===== src/rtl/mux_arb_n.sv =====
// mux_arb_n
// Selects one of CHANNELS input channels (WIDTH bits each) and presents the
// chosen word on a registered output. Every side uses a valid/ready handshake.
//
// Build option:
//   ROUND_ROBIN_EN  defined   -> round-robin arbitration with pointer ptr_q
//                   undefined -> fixed priority, channel 0 highest, no pointer
//
// Ports:
//   clk        rising-edge clock
//   rst_n      synchronous active-low reset
//   in_data    channel i word at [i*WIDTH +: WIDTH]
//   in_valid   per-channel valid
//   in_ready   per-channel ready, one-hot or zero
//   out_data   registered selected word
//   out_chan   index of the channel that produced out_data
//   out_valid  output register holds a word
//   out_ready  consumer accepts the word
module mux_arb_n #(
  parameter int WIDTH    = 16,
  parameter int CHANNELS = 4,
  localparam int IDXW    = $clog2(CHANNELS)
) (
  input  logic                      clk,
  input  logic                      rst_n,
  input  logic [CHANNELS*WIDTH-1:0] in_data,
  input  logic [CHANNELS-1:0]       in_valid,
  output logic [CHANNELS-1:0]       in_ready,
  output logic [WIDTH-1:0]          out_data,
  output logic [IDXW-1:0]           out_chan,
  output logic                      out_valid,
  input  logic                      out_ready
);

  logic [WIDTH-1:0]    out_data_q, out_data_d;
  logic [IDXW-1:0]     out_chan_q, out_chan_d;
  logic                out_valid_q, out_valid_d;

  logic                can_load;
  logic                any_gnt;
  logic                xfer;
  logic [CHANNELS-1:0] grant;
  logic [IDXW-1:0]     gnt_idx;

`ifdef ROUND_ROBIN_EN
  logic [IDXW-1:0]     ptr_q, ptr_d;
  int                  rr_sum;
  logic [IDXW-1:0]     rr_idx;

  // Search upward from ptr_q. The wrap is done on a full-width integer so a
  // non-power-of-two channel count never forms an index past CHANNELS-1.
  always_comb begin
    grant   = '0;
    gnt_idx = '0;
    any_gnt = 1'b0;
    rr_sum  = 0;
    rr_idx  = '0;
    for (int k = 0; k < CHANNELS; k++) begin
      rr_sum = int'(ptr_q) + k;
      if (rr_sum >= CHANNELS) rr_sum = rr_sum - CHANNELS;
      rr_idx = IDXW'(rr_sum);
      if (!any_gnt && in_valid[rr_idx]) begin
        any_gnt        = 1'b1;
        grant[rr_idx]  = 1'b1;
        gnt_idx        = rr_idx;
      end
    end
  end

  always_comb begin
    ptr_d = ptr_q;
    if (xfer) begin
      ptr_d = (gnt_idx == IDXW'(CHANNELS - 1)) ? '0 : gnt_idx + 1'b1;
    end
  end

  always_ff @(posedge clk) begin
    if (!rst_n) ptr_q <= '0;
    else        ptr_q <= ptr_d;
  end
`else
  logic [IDXW-1:0] fp_idx;

  // Lowest-index valid channel wins.
  always_comb begin
    grant   = '0;
    gnt_idx = '0;
    any_gnt = 1'b0;
    fp_idx  = '0;
    for (int k = 0; k < CHANNELS; k++) begin
      fp_idx = IDXW'(k);
      if (!any_gnt && in_valid[fp_idx]) begin
        any_gnt        = 1'b1;
        grant[fp_idx]  = 1'b1;
        gnt_idx        = fp_idx;
      end
    end
  end
`endif

  assign can_load = !out_valid_q || out_ready;

  // rst_n gates ready so no word is accepted in a reset cycle.
  assign in_ready = grant & {CHANNELS{can_load && rst_n}};
  assign xfer     = any_gnt && can_load && rst_n;

  always_comb begin
    out_data_d  = out_data_q;
    out_chan_d  = out_chan_q;
    out_valid_d = out_valid_q;
    if (xfer) begin
      out_data_d  = in_data[gnt_idx*WIDTH +: WIDTH];
      out_chan_d  = gnt_idx;
      out_valid_d = 1'b1;
    end else if (out_valid_q && out_ready) begin
      out_valid_d = 1'b0;
    end
  end

  always_ff @(posedge clk) begin
    if (!rst_n) begin
      out_data_q  <= '0;
      out_chan_q  <= '0;
      out_valid_q <= 1'b0;
    end else begin
      out_data_q  <= out_data_d;
      out_chan_q  <= out_chan_d;
      out_valid_q <= out_valid_d;
    end
  end

  assign out_data  = out_data_q;
  assign out_chan  = out_chan_q;
  assign out_valid = out_valid_q;

endmodule

===== config.mk =====
export PLATFORM = sky130hd
export DESIGN_NAME = mux_arb_n
export DESIGN_NICKNAME = d
export VERILOG_FILES = /design/src/rtl/mux_arb_n.sv
export SDC_FILE = /design/constraint.sdc
export NUM_CORES = 1
export LEC_CHECK = 0
export BUFFER_PORTS_ARGS = -buffer_cell sky130_fd_sc_hd__buf_2
export CORE_MARGIN = 2
export CORE_UTILIZATION = 38
export CTS_BUF_LIST = sky130_fd_sc_hd__clkbuf_16
export CTS_CLUSTER_DIAMETER = 30
export DETAILED_ROUTE_END_ITERATION = 7
export GPL_TIMING_DRIVEN = 0
export PLACE_DENSITY = 0.76
export SLEW_MARGIN = 20
export SYNTH_ARGS = -nofsm -noshare
export SYNTH_HDL_FRONTEND = slang
export SYNTH_SLANG_ARGS = --single-unit

===== constraint.sdc =====
create_clock -name clk -period 1 [get_ports clk]
set_input_delay 0.05 -clock clk [delete_from_list [all_inputs] [get_ports clk]]
set_output_delay 0.05 -clock clk [all_outputs]
set_load 0.01 [all_outputs]

# Word level (Yosys, flattened, before mapping)
# Index checks and enable logic that the tools add are counted.
[word_totals] mem_count=0 input_bits=71 output_inout_bits=23 word_cells=30 romBits=0 ramBits=0 regBits=19 latchBits=0
[classes] n_reduce_logical=13 bitwise_logic=1 n_div=0 mul=0 addsub=0 n_shift=1 eq_ne=0 n_lt_le_gt_ge=0 n_mux=12
[op_table] op="variable part select 64 x 7 -> 16 bit" count=1
[op_table] op="two-way mux 1 bit" count=10
[op_table] op="logical AND 1 bit" count=7
[op_table] op="bitwise AND 4 bit" count=1
[op_table] op="zero test 1 bit" count=4
[op_table] op="two-way mux 2 bit" count=2
[op_table] op="nonzero test 2 bit" count=1
[op_table] op="logical OR 1 bit" count=1

# Longest topological paths before layout
# Gate-level depths: netlist of run 1.
[logic_depth] ltp_word=13 mapped_depth=6 ltp_nobuf=4

# Worst setup path before layout of run 1
# OpenSTA, ideal clock, no wires.
[synth_path] path_kind="reg-to-output" startpoint="register out_valid_q (netlist: out_valid)" endpoint="output port in_ready[2]" stages_incl_launch_ff=4 arrival_time_ns=0.996 slack_ns=-0.046 required_ns=0.950 path_buffers=0 cell_sequence="dfxtp_1 nand2_1 nand2_1 nor4b_1"
[synth_via] elab_chain_cells=4
[synth_lines] item="from (decl)" line_no="37" text="logic out_valid_q, out_valid_d;"
[synth_lines] item="from (signal assigned)" line_no="128" text="out_valid_q <= out_valid_d;"
[synth_lines] item="zero test 1 bit" line_no="101" text="assign can_load = !out_valid_q || out_ready;"
[synth_lines] item="logical OR 1 bit" line_no="101"
[synth_lines] item="logical AND 1 bit" line_no="104" text="assign in_ready = grant & {CHANNELS{can_load && rst_n}};"
[synth_lines] item="bitwise AND 4 bit" line_no="104"
[synth_lines] item="to (decl)" line_no="28" text="output logic [CHANNELS-1:0] in_ready,"
# Every way passes these cells.

# Worst setup path in the final report of run 1
# Ends and elaborated chain as after synthesis.

==> results.md, run 1 <==
* Port buffer count at 92
* Total CTS buffers at 3
* Placer congestion estimate at 0.796
* CP Class: flop to output pin
* Non-Filler Instances at 353
* Crit share post-route at 124%
* Fill cells at 339
* EDFF count, synth at 0
* Clk_lat worst skew at 0.25 ns
* PwrDens at 1090 nW/um2
* Rows at 22
* Met1 usage at 33.0%
* Die area at 4390 um2
* Hold Buf Count CTS at 0
* DRC violations left at 0
* Hold crit path type: input port to flop
* Final instance area at 2300 um2
* DP Wirelength at 3870 um
* Routing usage on met2 at 37.9%
* Final setup viols at 22
* Post-DP Area at 2010 um2
* CP endpoint kind: output pin
* Reg-to-reg slack, setup at -0.18 ns
* Static Leak at 1.02 nW
* Final Max Slew Viols at 0
* CTS tree: yes
* Synth cell types at 30
* Share of cells above drive strength 1 at 48.2%
* Final hold vios at 0
* GR Overflow Total at 0
* Clk slew on worst S/H paths at 0.05 ns
* Initial antenna violation count at 0
* Combinational power share at 32.9%
* Via Count at 1904
* First-pass GRT wire length at 8070 um
* Number of inserted diodes at 0
* Drt initial violations at 87
* Top-area cell type share of the netlist area at 25.8%
* Arr. time, crit path at 1.19 ns
* Failing checks: setup timing
* GR Util All Layers at 24.0%
* Worst slew margin at 52.9%
* Num Clock Sinks at 19
* Reg area at 382 um2
* Largest net degree at the start of global routing at 12
* CP Launch Type: flop
* Number of cells produced by synthesis at 202
* Maxcap violations at 0
* Largest cells by area after synthesis: dfxtp_1 (26%), a21oi_1 (15%), nand3b_1 (15%)
* Yosys warnings at 0
* Pre-CTS WS at -0.296 ns
* H-Tree Depth at 1
* # IOs at 94
* Async S/R FF share, synth at 0%
* Crit-path cells: nand2_4 -> nand2_8 -> nor4b_4 -> buf_2
* Longest Clk Path Bufs at 2
* Die Ht at 66.3 um
* Root Buffer: clkbuf_16
* Syn nets at 273
* HP Start: in_data[8]
* Sequential power share at 34.7%
* Cells after DPL at 342
* Least-Margin Pin Slew at 0.706 ns
* First-pass DRT Iterations at 4
* Largest stage delay on the critical path at 0.33 ns
* Crit path required time at 0.95 ns
* Setup ws final at -0.238 ns
* Avg WL per Cell at 15.1 um
* Post-Route WL at 5310 um
* Critical-path top delay cell: dfxtp_2
* Net Sw Frac at 30.3%
* Synth area leader: dfxtp_1
* Worst Hold Path EP: out_data[8]$_SDFFE_PN0P_
* Pint at 1.75 mW
* Core ar. at 3690 um2
* Cell Area, Synth at 1470 um2
* Period minus WS final at 1.24 ns
* GRT met3 Usage at 3.07%
* Via/cell ratio at 5.39
* Final antenna-violating net count at 0
* Mean Syn Cell Area at 7.29 um2
* Worst vdd ir at 0.00101 V
* Die X-Extent at 66.3 um
* Initial Util at 39.9%
* Reg2reg end: out_data[0]$_SDFFE_PN0P_
* Post-route clock skew at 0.00252 ns
* FMAX at 0.808 GHz
* Psw at 0.763 mW
* GRT Max-Usage Layer: met2
* Run status: complete, but fails checks
* Clock network fraction of design power at 32.4%
* RSZ-0062 raised after global routing: yes
* Worst-path fanout max at 4
* Seq/Total Area, Yosys at 25.8%
* Number of global-route vias before repair at 1693
* Hold Path Depth at 3
* Register-to-Register Path Depth at 5
* Layout net count at 377
* #FFs+latches synth at 19
* FF-to-FF Start: out_valid$_SDFFE_PN0P_
* Main synth FF type: dfxtp_1
* Area of the multi-input gates at 1110 um2
* Area growth syn-to-layout at 56.2%
## cell families after synthesis
logic type             Yosys count  share of synthesized area [%]
AO/OA/AOI/OAI                   85                           33.2
AND/OR/NAND/NOR                 72                           31.1
multiplexers                     1                          0.680
buffers and inverters           25                           9.18
flip-flops                      19                           25.8
## power groups by stage
| stage | clock network, mW | registers, mW | logic (mW) |
|---|---|---|---|
| 2_1_floorplan | 0 | 0.910 | 0.356 |
| 3_3_place_gp | 0 | 0.875 | 0.692 |
| 3_5_place_dp | 0 | 0.877 | 0.700 |
| 4_1_cts | 0.814 | 0.864 | 0.765 |
| 5_1_grt | 0.851 | 0.880 | 0.903 |
| 6_report | 0.815 | 0.872 | 0.828 |
## worst max-delay path by stage
| stage | startpoint | end | cells past startpoint |
|---|---|---|---|
| after floorplan | in_valid[2] | out_chan[1]$_SDFFE_PN0P_ | 5 |
| after global placement | in_valid[1] | out_data[3]$_SDFFE_PN0P_ | 7 |
| after detailed placement | in_valid[1] | out_data[3]$_SDFFE_PN0P_ | 7 |
| after CTS | out_valid$_SDFFE_PN0P_ | in_ready[2] | 4 |
| after global routing | out_valid$_SDFFE_PN0P_ | in_ready[2] | 4 |
| final | out_valid$_SDFFE_PN0P_ | in_ready[2] | 4 |
## cell usage in the layout, fill, tap and decap left out
cell | Yosys | final
buf_2 | 11 | 100
nand2_8 | 0 | 1
nor3b_2 | 0 | 1
nor4_4 | 1 | 2
a21boi_0 | 1 | 1
a31oi_1 | 1 | 1
inv_1 | 4 | 4
nor2b_1 | 1 | 1
nor2_4 | 0 | 1
dfxtp_2 | 0 | 1
nor4b_4 | 0 | 1
clkinv_2 | 0 | 1
a21oi_1 | 45 | 40
o21ai_2 | 0 | 10
clkbuf_2 | 1 | 1
buf_4 | 1 | 5
o31a_1 | 1 | 1
nand3_1 | 1 | 1
buf_6 | 3 | 7
a22oi_1 | 1 | 1
o21ai_1 | 13 | 3
a21oi_2 | 0 | 6
nand2_4 | 0 | 1
or2_1 | 1 | 1
nor2_1 | 2 | 1
nand3b_1 | 30 | 30
buf_8 | 0 | 1
nand2_1 | 17 | 15
and2_1 | 1 | 1
nand2b_1 | 15 | 15
a21oi_4 | 1 | 1
mux2i_1 | 1 | 1
clkbuf_1 | 5 | 5
clkbuf_16 | 0 | 3
o211a_1 | 1 | 1
o21ai_0 | 6 | 6
dfxtp_1 | 19 | 18
a211oi_2 | 0 | 4
a211oi_1 | 15 | 11
## cell type report
type,count,area share (%)
sequential,19,16.6
buffer,20,5.44
inverter,4,0.653
clock inverter,1,0.218
tap,48,2.61
timing repair buffer,99,23.1
multi-input combinational,159,48.2
clock buffer,3,3.26
## Yosys cell counts, types with 2 or more instances
master,number
nor2_1,2
dfxtp_1,19
a21oi_1,45
o21ai_1,13
nand2_1,17
clkbuf_1,5
inv_1,4
nand2b_1,15
nand3b_1,30
buf_2,11
o21ai_0,6
buf_6,3
a211oi_1,15
## critical path, delay by kind of cell, from the launching register on
kind	cells	cell delay (ns)
buffers and inverters	1	0.17
DFF	1	0.33
and+or+nand+nor	3	0.44
## metrics by stage
step           hold slack (ns)  utilization [%]  setup TNS, ns  total power [mW]
2_1_floorplan            0.223                -        -0.0110              1.27
3_3_place_gp             0.367             54.5          -4.08              1.57
4_1_cts                  0.127             59.7          -4.51              2.44
5_1_grt                  0.149             62.4          -4.66              2.63
6_report                 0.124             62.4          -3.34              2.52
3_5_place_dp             0.379             54.5          -4.45              1.58
## layer usage
| layer | vias up | wire length [um] |
|---|---|---|
| met5 | - | 0 |
| met2 | 82 | 2460 |
| met4 | 0 | 98 |
| li1 | 940 | - |
| met1 | 870 | 2310 |
| met3 | 12 | 446 |
## sequential cells by signal, summed over array words and instances (netlist names)
name,cells
out_valid,1
out_chan,2
out_data,16
## repair_timing
action,CTS,global route
gates resized for setup,18,24
hold endpoints to repair,0,0
gates cloned,3,0
pin swaps,4,4
setup endpoints to repair,17,23
setup buffers,3,3
Power figures use the tool's default switching activity.
==> run 2: changes to the inputs <==
--- a/config.mk
+++ b/config.mk
@@ -13,6 +13,7 @@
 export DETAILED_ROUTE_END_ITERATION = 7
 export GPL_TIMING_DRIVEN = 0
 export PLACE_DENSITY = 0.76
+export REMOVE_ABC_BUFFERS = 1
 export SLEW_MARGIN = 20
 export SYNTH_ARGS = -nofsm -noshare
 export SYNTH_HDL_FRONTEND = slang
==> run 2 against run 1 <==
The flow still finishes with violations (setup timing). Sequential cell count is the same. Count of clock-buffer cells in the layout is the same. Maximum frequency grew 4.6%. Critical path depth grew 2. Highest routed layer unchanged. Worst setup slack gained 0.054 ns. Register-to-register slack is essentially flat.
==> results.md, run 2 (same netlist as run 1, synthesis figures left out) <==
* Final setup viols at 22 (unchanged)
* Crit path required time at 1.18 ns (+0.23 ns)
* Commonest non-fill, non-tap cell in the layout: buf_2
* Number of inserted diodes at 0 (unchanged)
* Via Count at 1819 (-4.5%)
* Clk_lat worst skew at 0.25 ns (about the same)
* Net Sw Frac at 28.5% (-1.8 points)
* CTS tree: yes
* DP Wirelength at 2800 um (-28%)
* Clk slew on worst S/H paths at 0.06 ns (about the same)
* H-Tree Depth at 1 (unchanged)
* Largest net degree at the start of global routing at 54 (+42)
* Reg2reg end: out_data[12]$_SDFFE_PN0P_
* Root Buffer: clkbuf_16
* Hold Path Depth at 3 (unchanged)
* Avg WL per Cell at 13.8 um (-8.5%)
* Arr. time, crit path at 1.36 ns (+0.17 ns)
* Final antenna-violating net count at 0 (unchanged)
* Finished Core Util at 61.4% (-1.0 points)
* HP Start: in_data[10]
* RSZ-0062 raised after global routing: yes
* Placer congestion estimate at 0.722 (-9.3%)
* PwrDens at 1080 nW/um2 (-0.82%)
* FMAX at 0.844 GHz (+4.6%)
* CP endpoint kind: flop
* Most frequent cells in the layout: buf_2 (90), a21oi_1 (44), nand3b_1 (30)
* Layout net count at 370 (-1.9%)
* Worst-path fanout max at 8 (+4)
* Static Leak at 1.02 nW (+0.34%)
* Run status: complete, but fails checks
* FF-to-FF Start: out_valid$_SDFFE_PN0P_
* Final hold vios at 0 (unchanged)
* Initial antenna violation count at 0 (unchanged)
* Period minus WS final at 1.18 ns (-0.0542 ns)
* Register-to-Register Path Depth at 6 (+1)
* Die X-Extent at 66.3 um (unchanged)
* Clock network fraction of design power at 32.6% (+0.2 points)
* Pint at 1.75 mW (+0.11%)
* Setup ws final at -0.184 ns (+0.0542 ns)
* Post-route clock skew at 0.00500 ns (+0.00247 ns)
* Core ar. at 3690 um2 (unchanged)
* Post-Route WL at 4770 um (-10%)
* Final Max Slew Viols at 0 (unchanged)
* Number of global-route vias before repair at 1609 (-5.0%)
* GR Util All Layers at 20.9% (-3.1 points)
* Worst slew margin at 74.1% (+21 points)
* GR Overflow Total at 0 (unchanged)
* Post-DP Area at 1880 um2 (-6.5%)
* Cells after DPL at 322 (-5.8%)
* Worst vdd ir at 0.000517 V (-49%)
* Failing checks: setup timing
* CP Launch Type: flop
* DRC violations left at 0 (unchanged)
* Worst Hold Path EP: out_data[10]$_SDFFE_PN0P_
* Largest register FFs at 16 (unchanged)
* Initial Util at 39.9% (unchanged)
* Non-Filler Instances at 346 (-2.0%)
* Num Clock Sinks at 19 (unchanged)
* Drt initial violations at 65 (-25%)
* Share of cells above drive strength 1 at 42.6% (-5.6 points)
* Rows at 22 (unchanged)
* Reg-to-reg slack, setup at -0.18 ns (about the same)
* Total power at 2.45 mW (-2.4%)
* Pre-CTS WS at -0.926 ns (-0.630 ns)
* Die area at 4390 um2 (unchanged)
* # IOs at 94 (unchanged)
* Hold crit path type: input port to flop
* First-pass GRT wire length at 7230 um (-10%)
* Maxcap violations at 0 (unchanged)
* Port buffer count at 93 (+1.1%)
* Least-Margin Pin Slew at 0.389 ns (-0.317 ns)
* Via/cell ratio at 5.26 (-2.5%)
* Sequential power share at 35.1% (+0.4 points)
* Combinational power share at 32.3% (-0.6 points)
* Longest Clk Path Bufs at 2 (unchanged)
* First-pass DRT Iterations at 4 (unchanged)
* Psw at 0.699 mW (-8.3%)
* CP Class: flop to flop
* Total CTS buffers at 3 (unchanged)
* Area growth syn-to-layout at 53.7%
* Die Ht at 66.3 um (unchanged)
* Crit share post-route at 118% (-5.4 points)
* Final instance area at 2260 um2 (-1.6%)
-- run 2: metrics by stage --
step                TNS (ns)  hold WS, ns
floorplan              -2.85        0.150
global placement      -14.18        0.335
detailed placement    -15.33        0.345
CTS                    -2.43       0.0850
global route           -4.16       0.0901
finish                 -3.24       0.0885
-- run 2: critical path, stage by stage (launching register included) --
cell	delay [ns]
dfxtp_4	0.36
buf_4	0.15
a21oi_4	0.15
buf_12	0.15
buf_12	0.11
o21ai_0	0.07
a21oi_1	0.13
-- run 2: worst max-delay path by stage --
| stage | startpoint | cells after the start | slack (ns) | to |
|---|---|---|---|---|
| after floorplan | out_valid$_SDFFE_PN0P_ | 3 | -0.27 | out_chan[0]$_SDFFE_PN0P_ |
| after global placement | in_valid[0] | 5 | -0.87 | out_chan[0]$_SDFFE_PN0P_ |
| after detailed placement | in_valid[0] | 5 | -0.93 | out_chan[0]$_SDFFE_PN0P_ |
| after CTS | out_valid$_SDFFE_PN0P_ | 4 | -0.20 | in_ready[3] |
| after global routing | out_valid$_SDFFE_PN0P_ | 4 | -0.25 | in_ready[2] |
| final | out_valid$_SDFFE_PN0P_ | 6 | -0.18 | out_data[12]$_SDFFE_PN0P_ |
-- run 2: power groups by stage --
stage	combinational, mW	sequential, mW	clock (mW)
2_1_floorplan	0.257	0.910	0
3_3_place_gp	0.618	0.875	0
5_1_grt	0.864	0.868	0.873
4_1_cts	0.727	0.859	0.819
3_5_place_dp	0.631	0.875	0
6_report	0.792	0.861	0.801
-- run 2: final cells by class --
type | instances | area (um2)
well taps | 48 | 60.1
clock inverters | 1 | 3.75
fillers | 346 | 1430
flip-flops and latches | 19 | 384
clock buffers | 3 | 75.1
multi-input cells | 159 | 1030
inverters | 4 | 15.0
repair buffers | 112 | 692
-- run 2: repair_timing --
item                       4_1_cts  5_1_grt
pin swaps                        4        4
gates cloned                     1        1
hold buffers                     0        0
buffers inserted                12        6
setup endpoints to repair       22       22
resized for setup               16       11
-- run 2: layer usage --
| layer | global-route usage, % | up-vias | share of wire, % |
|---|---|---|---|
| li1 | - | 923 | - |
| met1 | 25.3 | 839 | 44 |
| met2 | 38.1 | 55 | 50 |
| met3 | 3.58 | 2 | 6.2 |
| met4 | 4.85 | 0 | 0.25 |
| met5 | 0 | - | 0 |
